--- src/rtl/scan_pkg.sv ---
// Shared types and constants for the channel scan sequencer: FSM state
// encoding, channel count/width and a lowest-set-bit helper.
package scan_pkg;

  localparam int NUM_CH = 4;
  localparam int CH_W   = 2;

  typedef enum logic [1:0] {
    IDLE = 2'd0,
    SCAN = 2'd1,
    DONE = 2'd2
  } state_e;

  // First channel of a scan; an empty mask yields 0, but callers never scan then.
  function automatic logic [CH_W-1:0] lowest_ch(input logic [NUM_CH-1:0] m);
    lowest_ch = '0;
    for (int i = NUM_CH - 1; i >= 0; i--) begin
      if (m[i]) lowest_ch = CH_W'(i);
    end
  endfunction

endpackage

--- src/rtl/scan_next_ch.sv ---
// Combinational search for the next enabled channel above the current one.
// last_o is high when no higher channel is enabled; nxt_o then holds cur_i.
module scan_next_ch
  import scan_pkg::*;
(
  input  logic [NUM_CH-1:0] mask_i,
  input  logic [CH_W-1:0]   cur_i,
  output logic [CH_W-1:0]   nxt_o,
  output logic              last_o
);

  always_comb begin
    nxt_o  = cur_i;
    last_o = 1'b1;
    // Descending walk so the lowest qualifying channel is the one that sticks.
    for (int i = NUM_CH - 1; i >= 0; i--) begin
      if (mask_i[i] && (i > int'(cur_i))) begin
        nxt_o  = CH_W'(i);
        last_o = 1'b0;
      end
    end
  end

endmodule

--- src/rtl/scan_seq.sv ---
// Channel scan sequencer: steps A through the latched mask, dwell+1 cycles per
// channel. Define SCAN_SEQ_ONEHOT_EN to add the registered one-hot output D.
module scan_seq
  import scan_pkg::state_e, scan_pkg::IDLE, scan_pkg::SCAN, scan_pkg::DONE,
         scan_pkg::CH_W, scan_pkg::lowest_ch;
#(
  parameter int DWELL_W = 4,
  parameter int NUM_CH  = 4
) (
  input  logic               clk,
  input  logic               rst,
  input  logic               start,
  input  logic               stop,
  input  logic [NUM_CH-1:0]  mask,
  input  logic [DWELL_W-1:0] dwell,
  output logic [CH_W-1:0]    A,
  output logic               valid,
  output logic               busy,
  output logic               done
`ifdef SCAN_SEQ_ONEHOT_EN
  ,
  output logic [NUM_CH-1:0]  D
`endif
);

  state_e             state_q, state_d;
  logic [NUM_CH-1:0]  mask_q, mask_d;
  logic [DWELL_W-1:0] dwell_q, dwell_d;
  logic [DWELL_W-1:0] cnt_q, cnt_d;
  logic [CH_W-1:0]    a_q, a_d;
  logic               valid_q, valid_d;
  logic               busy_q, busy_d;
  logic               done_q, done_d;
  logic [CH_W-1:0]    nxt_ch;
  logic               last_ch;

  scan_next_ch u_next_ch (
    .mask_i (mask_q),
    .cur_i  (a_q),
    .nxt_o  (nxt_ch),
    .last_o (last_ch)
  );

  always_comb begin
    state_d = state_q;
    mask_d  = mask_q;
    dwell_d = dwell_q;
    cnt_d   = cnt_q;
    a_d     = a_q;
    valid_d = valid_q;
    done_d  = 1'b0;
    case (state_q)
      IDLE: begin
        valid_d = 1'b0;
        if (start && !stop) begin
          mask_d  = mask;
          dwell_d = dwell;
          cnt_d   = dwell;
          if (mask != '0) begin
            state_d = SCAN;
            a_d     = lowest_ch(mask);
            valid_d = 1'b1;
          end else begin
            state_d = DONE;
            done_d  = 1'b1;
          end
        end
      end
      SCAN: begin
        if (stop) begin
          state_d = IDLE;
          valid_d = 1'b0;
        end else if (cnt_q == '0) begin
          // Dwell expired: hop straight to the next channel, or finish.
          if (last_ch) begin
            state_d = DONE;
            valid_d = 1'b0;
            done_d  = 1'b1;
          end else begin
            a_d   = nxt_ch;
            cnt_d = dwell_q;
          end
        end else begin
          cnt_d = cnt_q - 1'b1;
        end
      end
      DONE: begin
        state_d = IDLE;
        valid_d = 1'b0;
      end
      default: begin
        state_d = IDLE;
        valid_d = 1'b0;
      end
    endcase
    busy_d = (state_d != IDLE);
  end

  always_ff @(posedge clk or posedge rst) begin
    if (rst) begin
      state_q <= IDLE;
      mask_q  <= '0;
      dwell_q <= '0;
      cnt_q   <= '0;
      a_q     <= '0;
      valid_q <= 1'b0;
      busy_q  <= 1'b0;
      done_q  <= 1'b0;
    end else begin
      state_q <= state_d;
      mask_q  <= mask_d;
      dwell_q <= dwell_d;
      cnt_q   <= cnt_d;
      a_q     <= a_d;
      valid_q <= valid_d;
      busy_q  <= busy_d;
      done_q  <= done_d;
    end
  end

  assign A     = a_q;
  assign valid = valid_q;
  assign busy  = busy_q;
  assign done  = done_q;

`ifdef SCAN_SEQ_ONEHOT_EN
  // Decoded from next-state values so D lines up with A in the same cycle.
  logic [NUM_CH-1:0] d_q, d_d;

  for (genvar gi = 0; gi < NUM_CH; gi++) begin : g_onehot
    assign d_d[gi] = valid_d && (a_d == CH_W'(gi));
  end

  always_ff @(posedge clk or posedge rst) begin
    if (rst) d_q <= '0;
    else     d_q <= d_d;
  end

  assign D = d_q;
`endif

endmodule

--- config.mk ---
export PLATFORM = sky130hd
export DESIGN_NAME = scan_seq
export DESIGN_NICKNAME = d
export VERILOG_FILES = /design/src/rtl/scan_pkg.sv /design/src/rtl/scan_next_ch.sv /design/src/rtl/scan_seq.sv
export SDC_FILE = /design/constraint.sdc
export NUM_CORES = 1
export LEC_CHECK = 0
export CAP_MARGIN = 20
export CORE_MARGIN = 1
export CORE_UTILIZATION = 35
export CTS_CLUSTER_DIAMETER = 200
export DETAILED_ROUTE_END_ITERATION = 10
export SLEW_MARGIN = 30
export SYNTH_ARGS = -nofsm -noshare
export SYNTH_HDL_FRONTEND = slang
export SYNTH_HIERARCHICAL = 1
export SYNTH_SLANG_ARGS = --single-unit
--- constraint.sdc ---
create_clock -name clk -period 4.55 [get_ports clk]
set_input_delay 0.455 -clock clk [delete_from_list [all_inputs] [get_ports clk]]
set_output_delay 0.455 -clock clk [all_outputs]
set_load 0.03 [all_outputs]
==> flow_metrics.env <==
export IMPL_numCtsBuffers=3
export IMPL_die_h_um=56.08
export IMPL_slowest_stage="nor3b_2"
export IMPL_hold_depth=1
export IMPL_first_global_vias=814
export IMPL_antenna_found_initial=0
export IMPL_cp_end_kind="flop"
export IMPL_io_pins=17
export IMPL_path_buf_inv=1
export IMPL_grt_setup_unrepaired="no"
export IMPL_post_cts_buffers=0
export IMPL_ys_warn_count=6
export IMPL_initialDrtViolationCount=16
export IMPL_drc_errors=0
export IMPL_core_sq_um=2758
export IMPL_outcome="finished, final reports clean"
export IMPL_clock_path_buffers=2
export IMPL_fmax_mhz=512.2
export IMPL_ant_nets=0
export IMPL_stdcell_area_sq_um=1236
export IMPL_path_cells="inv_1 > ha_1 > nor3b_2 > nand3b_1 > a21oi_2 > mux2_1"
export IMPL_crit_end="A[0]"
export IMPL_r2r_end="A[0]"
export IMPL_slew_headroom_pct=53.51
export IMPL_critPathKind="reg2reg"
export IMPL_grt_pass1_wl_um=3670
export IMPL_cts_resized=0
export IMPL_htreeDepth=1
export IMPL_hold_path_class="reg2reg"
export IMPL_port_buffers=16
export IMPL_die_w_um=56.08
export IMPL_max_slew_worst_pin_slew_ps=696.5
export IMPL_num_nets_final=125
export IMPL_worstPathRequired_ps=4740
export IMPL_vias=766
export IMPL_fin_worst_skew_ps=8.639
export IMPL_tns_ps=0
export IMPL_crit_fanout=6
export IMPL_drive_gt1_share_pct=22.52
export IMPL_r2r_slack_ps=2600
export IMPL_clk_latency_ps=290
export IMPL_grt_max_degree=19
export IMPL_hpwl_um=1546
export IMPL_cts_tree="yes"
export IMPL_r2r_start="cnt_q[0]"
export IMPL_syn_area_sq_um=1023
export IMPL_vias_per_cell=5.394
export IMPL_rr_worst_depth=6
export IMPL_peakVddDrop_mv=0.2789
export IMPL_final_hold_viol_count=0
export IMPL_crit_cells=6
export IMPL_drt_pass1_iter_count=4
export IMPL_avgSynthCellArea_sq_um=10.89
export IMPL_cts_hold_buffers=0
export IMPL_wirelength_um=2063
export IMPL_areaGrowthSynthToFinish_pct=20.78
export IMPL_cts_root_buffer_cell="clkbuf_4"
export IMPL_slowest_delay_ps=450
export IMPL_syn_inst=94
export IMPL_die_area_sq_um=3144
export IMPL_leakagePower_nw=0.5147
export IMPL_start_util_pct=37.11
export IMPL_dpl_cell_area_sq_um=1200
export IMPL_maxCapViolations=0
export IMPL_routabilityCongestion=0.7554
export IMPL_maxSlewViolCount=0
export IMPL_numClockSinks=18
export IMPL_period_share_pct=42.91
export IMPL_globalRoute_totalOverflow=0
export IMPL_wl_per_cell_um=14.53
export IMPL_worst_endpoint_arrival_ps=2140
export IMPL_grt_usage_pct=14.95
export IMPL_min_period_ps=1952
export IMPL_crit_start="cnt_q[0]"
export IMPL_diodes=0
export IMPL_path_delay_family="simple AND/OR/NAND/NOR gates"
export IMPL_finalSetupViolations=0
export IMPL_syn_num_nets=107
export IMPL_num_rows=19
export IMPL_clkTransAtPathRegs_ps=110
export IMPL_critPathLaunchType="flop"
export IMPL_powerDensity_nw_per_um2=542.3
export IMPL_fin_util_pct=44.83
per-stage QoR:
step | setup slack (ps) | hold slack, ps | power (W) | instances
final | 2598 | 512.6 | 0.0006704 | 142
after global routing | 2450 | 535.7 | 0.0007257 | 142
after global placement | 2372 | 487.6 | 0.0005695 | 138
after floorplan | 2767 | 393.6 | 0.0005004 | 94
after detailed placement | 2333 | 493.9 | 0.0005767 | 138
after CTS | 2571 | 517.8 | 0.0006774 | 142
state kept, by name, indices dropped and copies added (netlist names):
register,count
dwell_q,4
cnt_q,4
mask_q,3
state_q,2
A,2
busy,1
valid,1
done,1
how the worst min path moves through the flow:
stage / endpoint / slack, ps / startpoint
global placement: valid / 490 / valid
global route: valid / 540 / valid
CTS: valid / 520 / valid
finish: valid / 510 / valid
detailed placement: valid / 490 / valid
floorplan: A[0] / 390 / rst
where the power goes:
group	leakage [nW]	switching, W	internal (W)	total [W]
logic	0.274	0.000144	0.000141	0.000285
clock network	0.0210	0.0000506	0.0000487	0.0000993
registers	0.219	0.0000660	0.000220	0.000286
layout by cell type (no fill, tap or decap), drive strengths merged:
| master | n |
|---|---|
| o41ai | 1 |
| nor4 | 2 |
| o32ai | 2 |
| nor2b | 2 |
| mux2i | 1 |
| nand2b | 2 |
| nand3b | 1 |
| a22o | 3 |
| clkdlybuf4s50 | 16 |
| o31ai | 1 |
| or3b | 1 |
| nor2 | 6 |
| ha | 1 |
| dfrtp | 18 |
| o22a | 1 |
| clkbuf | 4 |
| o2111ai | 1 |
| a211oi | 1 |
| o21ai | 2 |
| nand2 | 9 |
| o221a | 1 |
| or4 | 1 |
| a21o | 2 |
| a41oi | 1 |
| a311oi | 1 |
| a21oi | 6 |
| inv | 8 |
| mux2 | 9 |
| a31oi | 1 |
| o211ai | 1 |
| nor3b | 2 |
| nor3 | 1 |
| or2 | 2 |
routing by layer:
metal | global-route usage (%) | part of all wire, % | vias up
met2 | 25.17 | 49 | 11
met3 | 2.791 | 3.0 | 2
met5 | 0 | 0 | -
li1 | - | - | 377
met1 | 18.70 | 47 | 376
met4 | 6.272 | 0.87 | 0
final cells by class:
cell class,count,area (sq um)
fill,262,1521
multi-input combinational,65,520.5
sequential,18,450.4
timing repair buffer,16,160.2
tap,31,38.79
clock buffer,4,36.28
inverter,8,30.03
Note: power is estimated with default switching activity, not from simulation.
